==> src/rtl/riscv_pkg.sv <==
// Shared RISC-V MDU definitions: FSM encoding, M-extension funct3 codes and latency defaults.
package riscv_pkg;

    typedef enum logic [1:0] {
        MDU_IDLE = 2'd0,
        MDU_MUL  = 2'd1,
        MDU_DIV  = 2'd2,
        MDU_DONE = 2'd3
    } mdu_state_e;

    localparam logic [2:0] F3_MUL    = 3'b000;
    localparam logic [2:0] F3_MULH   = 3'b001;
    localparam logic [2:0] F3_MULHSU = 3'b010;
    localparam logic [2:0] F3_MULHU  = 3'b011;
    localparam logic [2:0] F3_DIV    = 3'b100;
    localparam logic [2:0] F3_DIVU   = 3'b101;
    localparam logic [2:0] F3_REM    = 3'b110;
    localparam logic [2:0] F3_REMU   = 3'b111;

    localparam int MDU_XLEN_DEFAULT    = 64;
    localparam int MDU_MUL_LAT_DEFAULT = 2;
    localparam int MDU_DIV_LAT_DEFAULT = 64;

    function automatic logic f3_is_mul(input logic [2:0] f3);
        return (f3 == F3_MUL) || (f3 == F3_MULH) || (f3 == F3_MULHSU) || (f3 == F3_MULHU);
    endfunction

    function automatic logic f3_is_div(input logic [2:0] f3);
        return (f3 == F3_DIV) || (f3 == F3_DIVU) || (f3 == F3_REM) || (f3 == F3_REMU);
    endfunction

endpackage

==> src/rtl/riscv_mdu_special.sv <==
// Detects divides whose answer is fixed by the ISA (divide by zero, signed overflow) and
// supplies that answer; purely combinational, result is pre-sign-extension for W-ops.
module riscv_mdu_special
    import riscv_pkg::*;
#(
    parameter int XLEN = MDU_XLEN_DEFAULT
) (
    input  logic [2:0]      funct3,
    input  logic            word,
    input  logic [XLEN-1:0] rs1,
    input  logic [XLEN-1:0] rs2,
    output logic            hit,
    output logic [XLEN-1:0] result
);

    logic div_zero;
    logic rs1_min;
    logic rs2_neg1;
    logic is_signed;
    logic is_rem;
    logic overflow;

    always_comb begin
        is_signed = (funct3 == F3_DIV) || (funct3 == F3_REM);
        is_rem    = (funct3 == F3_REM) || (funct3 == F3_REMU);
        if (word) begin
            div_zero = (rs2[31:0] == 32'd0);
            rs1_min  = (rs1[31:0] == 32'h8000_0000);
            rs2_neg1 = &rs2[31:0];
        end else begin
            div_zero = (rs2 == '0);
            rs1_min  = (rs1 == {1'b1, {(XLEN-1){1'b0}}});
            rs2_neg1 = &rs2;
        end
        overflow = is_signed && rs1_min && rs2_neg1;
        hit      = f3_is_div(funct3) && (div_zero || overflow);
        if (div_zero) begin
            result = is_rem ? rs1 : '1;
        end else begin
            result = is_rem ? '0 : rs1;
        end
    end

endmodule

==> src/rtl/riscv_mdu_ctrl.sv <==
// Sequencer for the shared mul/div datapath; RISCV_MDU_EARLYOUT_EN resolves trivial divides in-house.
// Latency: request to valid = LAT+1 cycles (DIV_LAT/2 for W divides, 2 cycles for an early-out).
// Backpressure: globstall only holds DONE (valid + result); the op counter never stalls.
module riscv_mdu_ctrl
    import riscv_pkg::*;
#(
    parameter int XLEN    = MDU_XLEN_DEFAULT,
    parameter int MUL_LAT = MDU_MUL_LAT_DEFAULT,
    parameter int DIV_LAT = MDU_DIV_LAT_DEFAULT
) (
    input  logic            i_riscv_mdu_clk,
    input  logic            i_riscv_mdu_rst,
    input  logic            i_riscv_mdu_mul_en,
    input  logic            i_riscv_mdu_div_en,
    input  logic [2:0]      i_riscv_mdu_funct3,
    input  logic            i_riscv_mdu_word,
    input  logic [XLEN-1:0] i_riscv_mdu_rs1,
    input  logic [XLEN-1:0] i_riscv_mdu_rs2,
    input  logic            i_riscv_mdu_flush,
    input  logic            i_riscv_mdu_globstall,
    input  logic [XLEN-1:0] i_riscv_mdu_dp_result,
    output logic            o_riscv_mdu_dp_start,
    output logic            o_riscv_mdu_dp_seldiv,
    output logic            o_riscv_mdu_valid,
    output logic            o_riscv_mdu_busy,
    output logic [XLEN-1:0] o_riscv_mdu_result
);

    localparam int MAX_LAT = (DIV_LAT > MUL_LAT) ? DIV_LAT : MUL_LAT;
    localparam int CW      = $clog2(MAX_LAT + 1);

`ifdef RISCV_MDU_EARLYOUT_EN
    localparam bit EARLYOUT = 1'b1;
`else
    localparam bit EARLYOUT = 1'b0;
`endif

    mdu_state_e      state;
    logic [CW-1:0]   cnt;
    logic [2:0]      op_funct3;
    logic            op_word;
    logic [XLEN-1:0] op_rs1;
    logic [XLEN-1:0] op_rs2;
    logic            start_q;
    logic            sp_hit;
    logic [XLEN-1:0] sp_result;
    logic            early_hit;

    riscv_mdu_special #(.XLEN(XLEN)) u_special (
        .funct3 (op_funct3),
        .word   (op_word),
        .rs1    (op_rs1),
        .rs2    (op_rs2),
        .hit    (sp_hit),
        .result (sp_result)
    );

    // The first DIV cycle looks at the latched operands and suppresses the start pulse
    // when the answer is already known.
    assign early_hit            = EARLYOUT && start_q && (state == MDU_DIV) && sp_hit;
    assign o_riscv_mdu_dp_start = start_q && !early_hit;

    function automatic logic [XLEN-1:0] fmt_result(input logic [XLEN-1:0] r, input logic w);
        logic [XLEN-1:0] f;
        f = r;
        if (w) begin
            for (int i = 32; i < XLEN; i++) f[i] = r[31];
        end
        return f;
    endfunction

    always_ff @(posedge i_riscv_mdu_clk) begin
        if (i_riscv_mdu_rst) begin
            state                 <= MDU_IDLE;
            cnt                   <= '0;
            o_riscv_mdu_result    <= '0;
            o_riscv_mdu_valid     <= 1'b0;
            o_riscv_mdu_busy      <= 1'b0;
            o_riscv_mdu_dp_seldiv <= 1'b0;
            start_q               <= 1'b0;
        end else if (i_riscv_mdu_flush) begin
            state                 <= MDU_IDLE;
            cnt                   <= '0;
            o_riscv_mdu_valid     <= 1'b0;
            o_riscv_mdu_busy      <= 1'b0;
            o_riscv_mdu_dp_seldiv <= 1'b0;
            start_q               <= 1'b0;
        end else begin
            start_q <= 1'b0;
            case (state)
                MDU_IDLE: begin
                    if (i_riscv_mdu_mul_en || i_riscv_mdu_div_en) begin
                        op_funct3        <= i_riscv_mdu_funct3;
                        op_word          <= i_riscv_mdu_word;
                        op_rs1           <= i_riscv_mdu_rs1;
                        op_rs2           <= i_riscv_mdu_rs2;
                        start_q          <= 1'b1;
                        o_riscv_mdu_busy <= 1'b1;
                        if (i_riscv_mdu_div_en) begin
                            state                 <= MDU_DIV;
                            o_riscv_mdu_dp_seldiv <= 1'b1;
                            cnt <= i_riscv_mdu_word ? CW'(DIV_LAT / 2) : CW'(DIV_LAT);
                        end else begin
                            state                 <= MDU_MUL;
                            o_riscv_mdu_dp_seldiv <= 1'b0;
                            cnt                   <= CW'(MUL_LAT);
                        end
                    end
                end
                MDU_MUL, MDU_DIV: begin
                    if (early_hit) begin
                        o_riscv_mdu_result <= fmt_result(sp_result, op_word);
                        cnt                <= '0;
                        state              <= MDU_DONE;
                        o_riscv_mdu_busy   <= 1'b0;
                        o_riscv_mdu_valid  <= 1'b1;
                    end else begin
                        if (cnt != '0) cnt <= cnt - 1'b1;
                        if (cnt == CW'(1)) begin
                            o_riscv_mdu_result <= fmt_result(i_riscv_mdu_dp_result, op_word);
                            state              <= MDU_DONE;
                            o_riscv_mdu_busy   <= 1'b0;
                            o_riscv_mdu_valid  <= 1'b1;
                        end
                    end
                end
                MDU_DONE: begin
                    if (!i_riscv_mdu_globstall) begin
                        state                 <= MDU_IDLE;
                        o_riscv_mdu_valid     <= 1'b0;
                        o_riscv_mdu_dp_seldiv <= 1'b0;
                    end
                end
                default: state <= MDU_IDLE;
            endcase
        end
    end

endmodule

==> config.mk <==
export PLATFORM = sky130hd
export DESIGN_NAME = riscv_mdu_ctrl
export DESIGN_NICKNAME = d
export VERILOG_FILES = /design/src/rtl/riscv_pkg.sv /design/src/rtl/riscv_mdu_special.sv /design/src/rtl/riscv_mdu_ctrl.sv
export SDC_FILE = /design/constraint.sdc
export NUM_CORES = 1
export LEC_CHECK = 0
export ABC_AREA = 1
export CORE_AREA = 4 4 108 110
export CTS_CLUSTER_SIZE = 20
export DETAILED_ROUTE_END_ITERATION = 12
export DIE_AREA = 0 0 112 114
export PLACE_DENSITY = 0.78
export SKIP_LAST_GASP = 1
export SLEW_MARGIN = 20
export SYNTH_ARGS = -nofsm -noshare
export SYNTH_HDL_FRONTEND = slang
export SYNTH_SLANG_ARGS = --single-unit
==> constraint.sdc <==
create_clock -name i_riscv_mdu_clk -period 1.7 [get_ports i_riscv_mdu_clk]
set_input_delay 0.17 -clock i_riscv_mdu_clk [delete_from_list [all_inputs] [get_ports i_riscv_mdu_clk]]
set_output_delay 0.17 -clock i_riscv_mdu_clk [all_outputs]
set_load 0.005 [all_outputs]
==> results of run 1 <==
==> sequential cells by signal, indices dropped and copies added (netlist names) <==
| name | count |
|---|---|
| o_riscv_mdu_valid | 1 |
| o_riscv_mdu_dp_start | 1 |
| o_riscv_mdu_result | 64 |
| state | 2 |
| o_riscv_mdu_dp_seldiv | 1 |
| op_word | 1 |
| o_riscv_mdu_busy | 1 |
| cnt | 7 |
==> per-stage QoR <==
step	area (um2)	hold slack [ns]
after CTS	5220	0.197
after detailed placement	4980	0.457
after global routing	5270	0.234
after global placement	4980	0.452
after floorplan	3430	0.269
final	5270	0.218
==> how the worst min path moves through the flow <==
stage	from	to	slack (ns)	cells after the start
floorplan	i_riscv_mdu_word	op_word	0.27	0
global placement	o_riscv_mdu_result[9]	o_riscv_mdu_result[9]	0.45	2
detailed placement	o_riscv_mdu_result[30]	o_riscv_mdu_result[30]	0.46	2
CTS	i_riscv_mdu_rst	cnt[5]	0.20	5
global route	i_riscv_mdu_rst	cnt[4]	0.23	5
finish	i_riscv_mdu_rst	cnt[5]	0.22	5
==> cell usage in the layout (no fill, tap or decap), drive strengths merged, types with 4 or more instances in the layout <==
master / count
nand2: 167
clkdlybuf4s50: 137
dfxtp: 77
a21oi: 72
inv: 49
o21ai: 35
buf: 22
nor2: 20
clkbuf: 10
nand3: 6
ha: 5
nand4: 4
==> metal layers <==
layer	wire length, um	GRT usage	vias to the layer above
met1	4700	0.203	1634
met4	133	0.0537	0
met3	715	0.0414	11
met5	0	0	-
li1	-	-	1781
met2	4950	0.263	115
==> cell type report <==
class / instances / area, um2
Sequential cell: 78 / 1570
Timing Repair inverter: 1 / 8.76
Multi-Input combinational cell: 320 / 1490
Clock buffer: 10 / 138
Fill cell: 1024 / 5430
Clock inverter: 6 / 93.8
Inverter: 48 / 195
Tap cell: 140 / 175
Timing Repair Buffer: 159 / 1600
==> cell families (layout without fill, tap and decap cells) <==
logic type / count (synthesis) / after routing / share of synthesized area
AOI/OAI and AO/OA: 109 / 109 / 0.161
and+or+nand+nor: 203 / 203 / 0.240
xor gates and xnor gates: 3 / 3 / 0.00765
adders and majority gates: 5 / 5 / 0.0182
buffers and inverters: 76 / 224 / 0.115
DFF: 78 / 78 / 0.458
==> tightest hold or removal path: cells and delay by family <==
family                 cells  cell delay [ns]
and+or+nand+nor            3             0.14
buffers and inverters      2             0.23
==> timing repair <==
| item | CTS | global route |
|---|---|---|
| hold buffers | 0 | 0 |
| setup endpoints to repair | 5 | 70 |
| gates cloned | 0 | 1 |
| gates resized for setup | 1 | 6 |
| buffers inserted | 0 | 3 |
==> report_power, final <==
group,internal [mW],switching [mW],leakage (nW),total [mW]
combinational,0.320,0.305,1.31,0.625
sequential,1.86,0.0194,0.631,1.88
clock,0.877,0.712,0.113,1.59
total,3.05,1.04,2.05,4.09
==> flow_summary.toml, run 1 <==
[status]
status = "complete, no violations"

[critical_path]
path_depth = 8
rr_startpoint = "state[0]"
cp_max_fo = 46
path_delay_family = "flip-flops"
cpPeakStageDelay_ns = 0.37
worst_setup_path_end_kind = "flop"
slowest_stage = "dfxtp_1"
timing.rr.end = "o_riscv_mdu_result[25]"
criticalPathCategory = "reg2reg"
cp-start-kind = "flop"
path_cells = "inv_2, ha_4, inv_4, nor2_4, nand3b_4, buf_12, nand2_1, a21oi_1"
required_ns = 1.90
r2r_setup_slack_ns = 0.11
crit_arrival_ns = 1.79
endpoint = "o_riscv_mdu_result[25]"
r2r_cells = 8
worst-path-buf-inv = 3
cp-startpoint = "state[0]"

[pwr]
total_power_mw = 4.09
p_leak_nw = 2.05
peakVddDrop_mv = 0.398
power_density_nw_per_um2 = 776

[drt]
firstDrtPassIters = 4
drt_iter0_markers = 202
drc = 0
vias = 3541
via_per_inst = 4.65
drt.antenna.violating_nets = 0
post_drt_wl_per_cell_um = 13.8
wl_mm = 10.5

[layout]
layout.nets = 824
fin_cells = 762
final_layout_size_suffix_gt1_frac = 0.0916
syn2layout_area_growth_pct = 53.4
final_util = 0.493
n_antenna_cell = 0

[floorplanning]
die_x_um = 112
die_area_um2 = 12800
num_rows = 38
io_pins = 270
initial_utilization = 0.321
core_um2 = 10700
dieHeight_um = 114

[clock_network]
path_clk_slew_ns = 0.09
clock_latency_ns = 0.35
cts_tree = "yes"
ctsLongestPathBuffers = 2
h-tree-depth = 3
cts_buffers = 9
cts-root-buf = "clkbuf_8"
cts_sinks = 78

[synth]
ys_seq_area_frac = 0.458
synth_most_common_cell = "nand2_1"
syn_inst = 474
synth-edff-count = 1
synth_top_cells_by_count = "165 x nand2_1, 77 x dfxtp_1, 72 x a21oi_1, 45 x inv_1, 34 x o21ai_0"
ys.warnings.count = 0
ys_seq_elements = 78
syn_nets = 681
synth_area_um2 = 3430
synth_largest_area_cell = "dfxtp_1"
synthDistinctLibCells = 27
synthTopCellsByArea = "dfxtp_1 45%, nand2_1 18%, a21oi_1 10%, o21ai_0 5.0%, inv_1 4.9%"
synth-async-reset-ratio = 0
synthFlopType = "dfxtp_1"
synth.avg_cell_area_um2 = 7.25
yosysTopAreaCellShare = 0.449

[sta]
finClkSkew_ns = 0.0134
fmax_mhz = 628
slew_viol_final = 0
finalSetupViolations = 0
min_period_ns = 1.59
rsz0062_at_grt = "false"
fin_crit_sh = 0.937
hold_viol = 0
finalSetupTns_ns = 0
fin_ws_ns = 0.108
worst_pin_slew_ns = 0.708
slew_headroom = 0.528

[placed_design]
io_buffers = 138
dp_cells = 742
place_ws_ns = 0.0149
gp_congestion = 0.838
dp_hpwl_mm = 7.56

[global_route]
grt_max_degree = 65
grt_pass1_wl_mm = 16.5
track_usage = 0.159
antenna_found_initial = 0
grt_pass1_vias = 3347
gr-total-overflow = 0

[min_path]
hold_path_class = "in2reg"

[run]
maxCapViolCount = 0
No activity file was read; power rests on OpenSTA's default activity.
==> run 2, diff against run 1 <==
--- a/config.mk
+++ b/config.mk
@@ -6,13 +6,12 @@
 export NUM_CORES = 1
 export LEC_CHECK = 0
 export ABC_AREA = 1
-export CORE_AREA = 4 4 108 110
+export CORE_AREA = 8 8 112 114
 export CTS_CLUSTER_SIZE = 20
 export DETAILED_ROUTE_END_ITERATION = 12
-export DIE_AREA = 0 0 112 114
+export DIE_AREA = 0 0 120 122
 export PLACE_DENSITY = 0.78
 export SKIP_LAST_GASP = 1
-export SLEW_MARGIN = 20
 export SYNTH_ARGS = -nofsm -noshare
 export SYNTH_HDL_FRONTEND = slang
 export SYNTH_SLANG_ARGS = --single-unit
==> run 2 against run 1 <==
Sequential share of layout area down 0.094 points. Setup slack worse by 0.032 ns. Largest power group unchanged. Core utilization up 0.12 points. Combinational power down 0.6%. Register-to-register slack worse by 0.03 ns. Highest routed layer unchanged. Critical path type unchanged. Design area up 0.24%.
==> flow_summary.toml, run 2 (synthesized netlist as in run 1, its figures left out) <==
[drt]
wl_mm = 11.4
post_drt_wl_per_cell_um = 15.0
vias = 3600
drt.antenna.violating_nets = 0
via_per_inst = 4.74
firstDrtPassIters = 4
drt_iter0_markers = 226
drc = 0

[pwr]
p_clk_frac = 0.382
p_seq_frac = 0.464
swShare = 0.248
p_int_mw = 3.04
p_comb_frac = 0.154
power_density_nw_per_um2 = 765
peakVddDrop_mv = 0.488
power.switching_mw = 1.00
p_leak_nw = 2.04

[placed_design]
dp_hpwl_mm = 8.07
io_buffers = 138
gp_congestion = 0.825
postPlaceCellArea_um2 = 4940

[critical_path]
worst_setup_path_end_kind = "flop"
required_ns = 1.98
cp-start-kind = "flop"
crit_arrival_ns = 1.90
r2r_cells = 9
cp_max_fo = 19
criticalPathCategory = "reg2reg"

[global_route]
track_usage = 0.144
grt_max_degree = 40
grt_pass1_wl_mm = 17.2
gr-total-overflow = 0
antenna_found_initial = 0
grt_pass1_vias = 3445

[layout]
largest_reg_flops = 64
final_layout_size_suffix_gt1_frac = 0.0872
finalInstanceArea_um2 = 5280
top_register = "o_riscv_mdu_result"
layout.nets = 821
layout_commonest_cell = "nand2_1"
syn2layout_area_growth_pct = 53.8
layout_common_cells = "164 x nand2_1, 137 x clkdlybuf4s50_1, 76 x dfxtp_1"
n_antenna_cell = 0
reg.largest.list = "o_riscv_mdu_result: 64 flops, cnt: 7 flops, state: 2 flops"

[floorplanning]
dieHeight_um = 122
initial_utilization = 0.321
core_um2 = 10700
die_area_um2 = 14600
die_x_um = 120
num_rows = 38
io_pins = 270

[min_path]
hold_path_class = "in2reg"
hold_depth = 5

[run]
maxCapViolCount = 0

[clock_network]
cts_buffers = 9
cts_sinks = 78
path_clk_slew_ns = 0.08
ctsLongestPathBuffers = 2
h-tree-depth = 3
clock_latency_ns = 0.34
cts-root-buf = "clkbuf_8"
cts_tree = "yes"

[sta]
hold_viol = 0
fmax_mhz = 616
slew_viol_final = 0
slew_headroom = 0.748
fin_crit_sh = 0.956
holdWs_ns = 0.257
min_period_ns = 1.62
finalSetupViolations = 0
worst_pin_slew_ns = 0.378
finClkSkew_ns = 0.00598

[status]
status = "complete, no violations"
==> run 2: cell count changes in the layout (fill, tap and decap cells not counted), sizes merged <==
cell      delta
inv          -2
buf          -5
clkbuf       +4
clkinv       +1
clkinvlp     -1
==> run 2: final timing paths <==
path	startpoint	end	slack [ns]
setup / recovery	state[1]	o_riscv_mdu_result[18]	0.08
hold / removal	i_riscv_mdu_rst	state[0]	0.26
setup reg to reg	state[1]	o_riscv_mdu_result[18]	0.08
hold reg to reg	o_riscv_mdu_busy	o_riscv_mdu_busy	0.46
==> run 2: layout make-up <==
| type | count | area, um2 |
|---|---|---|
| Clock buffer | 11 | 141 |
| Clock inverter | 5 | 82.6 |
| Fill cell | 1027 | 5420 |
| Inverter | 48 | 195 |
| Multi-Input combinational cell | 320 | 1500 |
| Sequential cell | 78 | 1570 |
| Tap cell | 140 | 175 |
| Timing Repair Buffer | 157 | 1620 |
==> run 2: what timing repair did <==
| item | 4_1_cts | 5_1_grt |
|---|---|---|
| setup buffers | 0 | 0 |
| gates cloned | 0 | 3 |
| gates resized for setup | 2 | 9 |
| hold buffers | 0 | 0 |
| pin swaps | 0 | 0 |
| endpoints found under the setup margin | 10 | 70 |
==> run 2: power groups by stage <==
stage               Clock (mW)  Combinational, mW  Sequential, mW
finish                    1.55              0.621            1.88
global route              1.67              0.689            1.88
CTS                       1.60              0.606            1.87
detailed placement           0              0.601            1.92
global placement             0              0.585            1.92
floorplan                    0              0.313            1.92
==> run 2: layer usage <==
metal | GRT usage | vias to the layer above | wire [um]
li1 | - | 1779 | -
met1 | 0.175 | 1676 | 4950
met2 | 0.237 | 131 | 5340
met3 | 0.0453 | 14 | 966
met4 | 0.0515 | 0 | 125
met5 | 0 | - | 0
==> run 2: metrics by stage <==
step | utilization | setup TNS (ns) | instances | power, mW | worst slack (ns)
after floorplan | - | 0 | 474 | 2.23 | 0.127
after global placement | 0.462 | 0 | 740 | 2.50 | 0.0995
after detailed placement | 0.462 | -0.0160 | 740 | 2.52 | -0.0124
after CTS | 0.483 | 0 | 756 | 4.08 | 0.0151
after global routing | 0.494 | -0.00470 | 759 | 4.23 | -0.00314
final | 0.494 | 0 | 759 | 4.04 | 0.0753
==> run 2: worst max-delay path: stages (launching register included) <==
cell,delay [ns]
dfxtp_2,0.35
inv_1,0.08
ha_4,0.29
inv_4,0.05
nor2_4,0.14
nand3b_4,0.15
clkinv_8,0.12
clkbuf_16,0.19
nand2_1,0.06
a21oi_1,0.12
==> run 3, diff against run 2 <==
--- a/config.mk
+++ b/config.mk
@@ -6,11 +6,13 @@
 export NUM_CORES = 1
 export LEC_CHECK = 0
 export ABC_AREA = 1
-export CORE_AREA = 8 8 112 114
+export CELL_PAD_IN_SITES_DETAIL_PLACEMENT = 1
+export CELL_PAD_IN_SITES_GLOBAL_PLACEMENT = 2
+export CORE_AREA = 8 8 156 158
 export CTS_CLUSTER_SIZE = 20
 export DETAILED_ROUTE_END_ITERATION = 12
-export DIE_AREA = 0 0 120 122
-export PLACE_DENSITY = 0.78
+export DIE_AREA = 0 0 164 166
+export PLACE_DENSITY_LB_ADDON = 0.1
 export SKIP_LAST_GASP = 1
 export SYNTH_ARGS = -nofsm -noshare
 export SYNTH_HDL_FRONTEND = slang
==> run 3 against run 2 <==
Register-to-register slack better by 0.06 ns. Final cell count up 20%. Count of clock-buffer cells in the layout down 2. Global-route usage down 4.0 points. First-iteration DRC count down 54%. Largest power group is now the clock network.
==> flow_summary.toml, run 3 (synthesized netlist as in run 1, its figures left out) <==
[status]
status = "complete, no violations"

[pwr]
peakVddDrop_mv = 0.404
total_power_mw = 5.01
p_seq_frac = 0.375
p_comb_frac = 0.136
power.switching_mw = 1.21
power_density_nw_per_um2 = 878
p_int_mw = 3.80
p_leak_nw = 2.16
swShare = 0.241
p_clk_frac = 0.489

[sta]
finClkSkew_ns = 0.00682
rsz0062_at_grt = "false"
finalSetupViolations = 0
hold_viol = 0
fin_crit_sh = 0.922
slew_headroom = 0.748
min_period_ns = 1.57
fmax_mhz = 638
worst_pin_slew_ns = 0.378
slew_viol_final = 0

[floorplanning]
die_area_um2 = 27200
num_rows = 55
initial_utilization = 0.155
die_x_um = 164
dieHeight_um = 166
io_pins = 270
core_um2 = 22100

[global_route]
grt_pass1_wl_mm = 22.0
grt_pass1_vias = 3784
gr-total-overflow = 0
antenna_found_initial = 0
track_usage = 0.105
grt_max_degree = 65

[layout]
reg.largest.list = "o_riscv_mdu_result: 64 flops, cnt: 7 flops, state: 2 flops"
layout.nets = 830
layout_commonest_cell = "nand2_1"
layout_common_cells = "164 x nand2_1, 137 x clkdlybuf4s50_1, 74 x dfxtp_1"
finalInstanceArea_um2 = 5700
final_util = 0.258
n_antenna_cell = 0
final_layout_size_suffix_gt1_frac = 0.102
fin_cells = 913
syn2layout_area_growth_pct = 66.0
top_register = "o_riscv_mdu_result"
largest_reg_flops = 64

[clock_network]
ctsLongestPathBuffers = 2
cts_tree = "yes"
h-tree-depth = 3
cts_buffers = 9
cts_hold_buf = 0
clock_latency_ns = 0.34
cts_setup_buffers = 0
path_clk_slew_ns = 0.06
cts_sinks = 78
cts-root-buf = "clkbuf_16"

[drt]
post_drt_wl_per_cell_um = 15.7
via_per_inst = 3.86
vias = 3528
firstDrtPassIters = 4
wl_mm = 14.3
drt.antenna.violating_nets = 0
drc = 0
drt_iter0_markers = 105

[critical_path]
cp-start-kind = "flop"
crit_arrival_ns = 1.83
criticalPathCategory = "reg2reg"
required_ns = 1.96
cp_max_fo = 8
worst_setup_path_end_kind = "flop"

[placed_design]
dp_cells = 895
postPlaceCellArea_um2 = 5240
gp_congestion = 0.701
dp_hpwl_mm = 9.98
io_buffers = 138

[min_path]
hold_path_class = "in2reg"

[run]
maxCapViolCount = 0
run 3: changes by cell type in the layout (fill, tap and decap cells not counted), sizes merged:
cell and change:
clkbuf -3, buf +10, bufinv +2
run 3: power groups by stage:
stage / Combinational [mW] / Sequential [mW] / Clock (mW)
final: 0.682 / 1.88 / 2.45
after CTS: 0.692 / 1.88 / 2.57
after detailed placement: 0.686 / 1.92 / 0
after global routing: 0.768 / 1.88 / 2.64
after global placement: 0.681 / 1.92 / 0
after floorplan: 0.313 / 1.92 / 0
run 3: routing by layer:
layer / track usage / part of all wire / vias to the layer above
met1: 0.129 / 0.45 / 1653
met4: 0.0312 / 0.013 / 0
met2: 0.175 / 0.48 / 70
li1: - / - / 1794
met5: 0 / 0 / -
met3: 0.0278 / 0.049 / 11
run 3: area by class of cell:
cell class	count	area [um2]
Fill cell	2591	16400
Timing Repair Buffer	166	1710
Sequential cell	78	1580
Multi-Input combinational cell	320	1490
Tap cell	285	357
Clock buffer	9	225
Inverter	48	195
Clock inverter	7	146
run 3: timing repair:
| item | CTS | global route |
|---|---|---|
| cloned | 0 | 2 |
| gates resized for setup | 2 | 8 |
| pin swaps | 0 | 1 |
| endpoints found under the setup margin | 6 | 70 |
run 3: path summary, 6_finish.rpt:
kind                          start                endpoint  slack (ns)  depth (start not counted)
max                        state[0]  o_riscv_mdu_result[63]        0.13                          9
min                 i_riscv_mdu_rst                state[0]        0.28                          5
max reg2reg                state[0]  o_riscv_mdu_result[63]        0.13                          9
min reg2reg  o_riscv_mdu_result[25]  o_riscv_mdu_result[25]        0.46                          2
run 3: critical path, stage by stage, from the launching register on:
cell and delay (ns):
dfxtp_2 0.33, inv_1 0.07, ha_4 0.28, inv_4 0.05, nor2_4 0.11, nand3b_4 0.16
clkinv_8 0.13, clkbuf_16 0.16, nand2_1 0.05, a21oi_1 0.12
run 3: through the flow:
step	TNS, ns	hold slack [ns]	setup WS, ns
after global placement	-0.00576	0.452	-0.00576
after CTS	0	0.267	0.00402
after floorplan	0	0.269	0.127
after global routing	0	0.276	0.00435
final	0	0.276	0.133
after detailed placement	-0.00503	0.456	-0.00503
